==> src/rtl/fft_div_pkg.sv <==
// Shared widths, FSM state codes and the quotient saturation helper for the
// sequential signed divider.
package fft_div_pkg;

  localparam int DIVIDEND_W_DEF = 24;
  localparam int DIVISOR_W_DEF  = 10;
  localparam int QUOT_W_DEF     = 16;

  localparam logic [1:0] S_IDLE = 2'd0;
  localparam logic [1:0] S_CALC = 2'd1;
  localparam logic [1:0] S_FIX  = 2'd2;

  // Largest positive quotient magnitude; a negative result may reach one more.
  localparam logic [DIVIDEND_W_DEF-1:0] SAT_POS = DIVIDEND_W_DEF'((1 << (QUOT_W_DEF - 1)) - 1);
  localparam logic [DIVIDEND_W_DEF-1:0] SAT_NEG = SAT_POS + 1'b1;

  typedef struct packed {
    logic                  ovf;
    logic [QUOT_W_DEF-1:0] q;
  } sat_t;

  // Magnitude plus result sign -> two's-complement quotient clipped to QUOT_W.
  function automatic sat_t sat_q(input logic [DIVIDEND_W_DEF-1:0] mag, input logic neg);
    sat_t r;
    r.ovf = 1'b0;
    r.q   = '0;
    if (!neg) begin
      if (mag > SAT_POS) begin
        r.ovf = 1'b1;
        r.q   = {1'b0, {(QUOT_W_DEF-1){1'b1}}};
      end else begin
        r.q = mag[QUOT_W_DEF-1:0];
      end
    end else begin
      if (mag > SAT_NEG) begin
        r.ovf = 1'b1;
        r.q   = {1'b1, {(QUOT_W_DEF-1){1'b0}}};
      end else begin
        r.q = -mag[QUOT_W_DEF-1:0];
      end
    end
    return r;
  endfunction

endpackage

==> src/rtl/fft_div_step.sv <==
// One restoring-division step: shift in the next dividend bit, subtract the
// divisor when it fits, and emit the quotient bit.
module fft_div_step
  import fft_div_pkg::*;
#(
  parameter int DIVISOR_W = DIVISOR_W_DEF
) (
  input  logic [DIVISOR_W-1:0] rem_in,
  input  logic                 dvd_bit,
  input  logic [DIVISOR_W-1:0] divisor,
  output logic [DIVISOR_W-1:0] rem_out,
  output logic                 q_bit
);

  logic [DIVISOR_W:0]   shifted;
  logic [DIVISOR_W-1:0] diff;

  assign shifted = {rem_in, dvd_bit};
  assign q_bit   = (shifted >= {1'b0, divisor});
  // When the subtraction is taken the true difference is below the divisor,
  // so the low bits alone are exact.
  assign diff    = shifted[DIVISOR_W-1:0] - divisor;
  assign rem_out = q_bit ? diff : shifted[DIVISOR_W-1:0];

endmodule

==> src/rtl/fft_div_24s_10s_seq.sv <==
// Sequential signed divider, 24s / 10s -> 16s saturated, ap_* block handshake.
// Define FFT_DIV_REMAINDER_EN to add the signed remainder output rem.
module fft_div_24s_10s_seq
  import fft_div_pkg::*;
#(
  parameter int DIVIDEND_W = DIVIDEND_W_DEF,
  parameter int DIVISOR_W  = DIVISOR_W_DEF,
  parameter int QUOT_W     = QUOT_W_DEF
) (
  input  logic                  ap_clk,
  input  logic                  ap_rst,
  input  logic                  ap_start,
  output logic                  ap_idle,
  output logic                  ap_ready,
  output logic                  ap_done,
  input  logic [DIVIDEND_W-1:0] din0,
  input  logic [DIVISOR_W-1:0]  din1,
  output logic [QUOT_W-1:0]     dout,
  output logic                  ovf,
  output logic                  dz
`ifdef FFT_DIV_REMAINDER_EN
  ,
  output logic [DIVISOR_W-1:0]  rem
`endif
);

  localparam int CNT_W = $clog2(DIVIDEND_W);
  localparam logic [CNT_W-1:0] CNT_LAST = CNT_W'(DIVIDEND_W - 1);

  logic [1:0]            state;
  logic [CNT_W-1:0]      cnt;
  logic [DIVIDEND_W-1:0] dvd;
  logic [DIVISOR_W-1:0]  dvs;
  logic [DIVISOR_W-1:0]  prem;
  logic                  q_neg;
  logic                  d_neg;
  logic                  dz_op;
  logic                  done;

  logic [DIVIDEND_W-1:0] din0_mag;
  logic [DIVISOR_W-1:0]  din1_mag;
  logic [DIVISOR_W-1:0]  step_rem;
  logic                  step_q;
  sat_t                  sat;
  logic [QUOT_W-1:0]     q_fix;
  logic                  ovf_fix;

  assign ap_idle  = (state == S_IDLE);
  assign ap_ready = ap_idle & ap_start;
  assign ap_done  = done;

  // Unsigned magnitudes; the most negative inputs map to exactly 2^(W-1).
  assign din0_mag = din0[DIVIDEND_W-1] ? -din0 : din0;
  assign din1_mag = din1[DIVISOR_W-1]  ? -din1 : din1;

  fft_div_step #(.DIVISOR_W(DIVISOR_W)) u_step (
    .rem_in  (prem),
    .dvd_bit (dvd[DIVIDEND_W-1]),
    .divisor (dvs),
    .rem_out (step_rem),
    .q_bit   (step_q)
  );

  assign sat = sat_q(DIVIDEND_W_DEF'(dvd), q_neg);

  always_comb begin
    q_fix   = QUOT_W'(sat.q);
    ovf_fix = sat.ovf;
    if (dz_op) begin
      q_fix   = d_neg ? {1'b1, {(QUOT_W-1){1'b0}}} : {1'b0, {(QUOT_W-1){1'b1}}};
      ovf_fix = 1'b0;
    end
  end

  always_ff @(posedge ap_clk or posedge ap_rst) begin
    if (ap_rst) begin
      state <= S_IDLE;
      cnt   <= '0;
      dvd   <= '0;
      dvs   <= '0;
      prem  <= '0;
      q_neg <= 1'b0;
      d_neg <= 1'b0;
      dz_op <= 1'b0;
      done  <= 1'b0;
      dout  <= '0;
      ovf   <= 1'b0;
      dz    <= 1'b0;
    end else begin
      done <= 1'b0;
      case (state)
        S_IDLE: begin
          if (ap_start) begin
            dvd   <= din0_mag;
            dvs   <= din1_mag;
            prem  <= '0;
            cnt   <= '0;
            q_neg <= din0[DIVIDEND_W-1] ^ din1[DIVISOR_W-1];
            d_neg <= din0[DIVIDEND_W-1];
            dz_op <= (din1 == '0);
            state <= S_CALC;
          end
        end
        S_CALC: begin
          // Dividend bits leave at the top while quotient bits enter at the bottom.
          dvd  <= {dvd[DIVIDEND_W-2:0], step_q};
          prem <= step_rem;
          cnt  <= cnt + 1'b1;
          if (cnt == CNT_LAST) begin
            state <= S_FIX;
          end
        end
        S_FIX: begin
          dout  <= q_fix;
          ovf   <= ovf_fix;
          dz    <= dz_op;
          done  <= 1'b1;
          state <= S_IDLE;
        end
        default: state <= S_IDLE;
      endcase
    end
  end

`ifdef FFT_DIV_REMAINDER_EN
  always_ff @(posedge ap_clk or posedge ap_rst) begin
    if (ap_rst) begin
      rem <= '0;
    end else if (state == S_FIX) begin
      if (dz_op) begin
        rem <= '0;
      end else begin
        rem <= d_neg ? -prem : prem;
      end
    end
  end
`endif

endmodule

==> config.mk <==
export PLATFORM = sky130hd
export DESIGN_NAME = fft_div_24s_10s_seq
export DESIGN_NICKNAME = d
export VERILOG_FILES = /design/src/rtl/fft_div_pkg.sv /design/src/rtl/fft_div_step.sv /design/src/rtl/fft_div_24s_10s_seq.sv
export SDC_FILE = /design/constraint.sdc
export NUM_CORES = 1
export LEC_CHECK = 0
export ABC_CLOCK_PERIOD_IN_PS = 2180
export CORE_AREA = 2 2 99 101
export CTS_BUF_LIST = sky130_fd_sc_hd__clkbuf_4 sky130_fd_sc_hd__clkbuf_8 sky130_fd_sc_hd__clkbuf_16
export DETAILED_ROUTE_END_ITERATION = 10
export DIE_AREA = 0 0 101 103
export PLACE_DENSITY = 0.74
export SKIP_LAST_GASP = 1
export SYNTH_ARGS = -nofsm -noshare
export SYNTH_HDL_FRONTEND = slang
export SYNTH_SLANG_ARGS = --single-unit
==> constraint.sdc <==
create_clock -name ap_clk -period 2.18 [get_ports ap_clk]
set_input_delay 0.436 -clock ap_clk [delete_from_list [all_inputs] [get_ports ap_clk]]
set_output_delay 0.436 -clock ap_clk [all_outputs]
set_load 0.01 [all_outputs]
==> out/metrics.csv <==
stage,metric,value,unit
layout,area_delta_synth_final,34.60,%
sta,finalCritPeriodShare,97.95,%
drt,wl_per_cell,16.57,µm
run_status,status,finished clean,
clocking,insertion_delay,0.35,ns
layout,fin_area,0.006279,mm²
sta,slew_viol_final,0,
critical_path,cp-end-kind,flop,
placement,postPlaceCellArea,0.005896,mm²
sta,setup_viol,0,
grt,grt_pass1_vias,4542,
floorplanning,fp.dieW,101,µm
layout,final_nets,711,
critical_path,required,2.41,ns
sta,setup_tns,0,ns
clocking,tritoncts,done,
sta,period_minus_slack,2.135,ns
logic_synthesis,synthTopCellsByArea,"dfrtp_1, o21ai_1, nand2_1",
clocking,clock-sinks,73,
placement,hpwl,9361,µm
flow_run,drv_cap,0,
grt,antenna_found_initial,0,
layout,final_cell_mix,"buf_4, dfrtp_1, nand2_1",
logic_synthesis,ys_types,59,
sta,finalHoldViolations,0,
logic_synthesis,synth_edf_count,0,
sta,hold_ws,0.4871,ns
clocking,ctsRootBufferMaster,clkbuf_8,
floorplanning,ios,58,
power,finalPower,8.036,mW
clocking,clk_pin_slew_worst_paths,0.08,ns
critical_path,arrival,2.37,ns
critical_path,crit_type,in2reg,
logic_synthesis,yosysWarnings,0,
floorplanning,dieArea,0.01040,mm²
power,p_leak,2.655,nW
logic_synthesis,postSynthAreaPerCell,8.638,µm²
clocking,cts-hold-fix-buffers,0,
layout,diodes,0,
floorplanning,rows,36,
power,powerDensity,1280,mW/mm²
logic_synthesis,synth.top_cell.area_share,39.16,%
layout,drive_above_1_share,21.54,%
drt,dr.first_iter.drc_count,243,
worst_hold_path,hp-class,reg2reg,
drt,first_pass_iters,5,
logic_synthesis,syn_area,0.004664,mm²
worst_hold_path,worst_hold_startpoint,dout[8],
logic_synthesis,synthesis.instances,540,
power,peakVddDrop,0.7005,mV
clocking,h-tree-depth,3,
floorplanning,die_h,103,µm
sta,fmax,468.3,MHz
clocking,cts_made_buffers,9,
sta,rsz0062_at_grt,true,
critical_path,r2r_slack,0.06,ns
drt,drc,0,
logic_synthesis,synthFlopType,dfrtp_1,
logic_synthesis,ys_seq_area_share,39.16,%
placement,gp_congestion,0.9150,
critical_path,reg2reg_from,dvd[20],
drt,viasPerCell,5.866,
clocking,ctsLongestPathBuffers,2,
logic_synthesis,synth-seq-cells,73,
grt,grt_max_degree,74,
layout,mostFrequentLayoutCell,buf_4,
sta,tightest_slew,0.8251,ns
drt,postRouteAntennaNets,0,
sta,finClkSkew,0.01480,ns
logic_synthesis,synth_nets,592,
floorplanning,start_util,49.31,%
grt,groute.usage.overall,26.07,%
critical_path,worst-path-max-fanout,7,
critical_path,start_kind,input pin,
placement,place.port_buffers,57,
critical_path,crit_path_start,din0[6],
drt,num_vias,4564,
grt,grt_overflow,0,
floorplanning,coreArea,0.009459,mm²
logic_synthesis,synth.largest_area_cell,dfrtp_1,
logic_synthesis,synthArstFlopShare,100.0,%
sta,slew_headroom,44.79,%
grt,grt_pass1_wl,21630,µm
drt,routed_wl,12890,µm
-- per-layer routing --
metal	vias up	wire length [µm]	global-route usage [%]
met2	114	6533	45.69
li1	2206	-	-
met4	0	163	8.524
met3	16	439	3.322
met1	2228	5752	33.59
met5	-	0	0
-- kinds of logic after synthesis --
logic type	count (synthesis)	share of synthesized area, %
buffers and inverters	52	4.560
xor gates and xnor gates	29	5.445
adders and majority gates	15	4.185
DFF	73	39.16
muxes	5	1.073
and+or+nand+nor	175	19.72
AOI/OAI and AO/OA	191	25.86
-- metrics by stage --
step | cells | setup slack [ns] | util, %
after floorplan | 540 | 0.1295 | -
after global placement | 760 | -0.4064 | 62.33
after detailed placement | 760 | -0.4437 | 62.33
after CTS | 778 | 0.001714 | 65.21
after global routing | 778 | -0.05818 | 66.38
final | 778 | 0.04478 | 66.38
-- path summary, 6_finish.rpt --
kind	endpoint	cells after the start
max in group asynchronous	dvd[14]	3
min in group asynchronous	ap_done	3
worst max register to register	dout[15]	4
worst min register to register	dout[8]	1
worst max-delay path	dvd[16]	6
worst min-delay path	dout[8]	1
-- where the power goes --
part | leakage, nW | switching, mW | internal (mW)
Sequential | 0.844 | 0.515 | 1.92
Clock | 0.105 | 0.521 | 0.621
Combinational | 1.71 | 2.38 | 2.08
-- Yosys cell counts (all sizes together) (12+ instances only) --
master	n
inv	23
nor3	14
a21oi	43
a22oi	18
o21ai	70
or3	13
nand2	58
a31oi	12
xor2	20
clkbuf	23
ha	14
nor2	34
dfrtp	73
-- layout make-up --
class	count	area [µm²]
Fill cell	781	3181
Multi-Input combinational cell	415	2765
Sequential cell	73	1827
Timing Repair Buffer	137	1239
Clock buffer	12	165.2
Tap cell	114	142.6
Inverter	23	90.09
Clock inverter	4	50.05
-- sequential cells by signal, summed over array words and instances, names as in the netlist, 2 cells and up --
signal  count
dvd        24
state       2
dvs        10
cnt         5
prem       10
dout       16
-- worst max-delay path: stages --
cell	delay (ns)
clkdlybuf4s50_1	0.44
or4_4	0.51
or3_4	0.42
o41ai_4	0.31
xor2_1	0.18
o21ai_1	0.07
-- what timing repair did --
item	in CTS	in global routing
setup buffers	2	0
setup endpoints to repair	20	34
pin swaps	3	10
resized for setup	13	28
No activity file was read; power rests on OpenSTA's default activity.
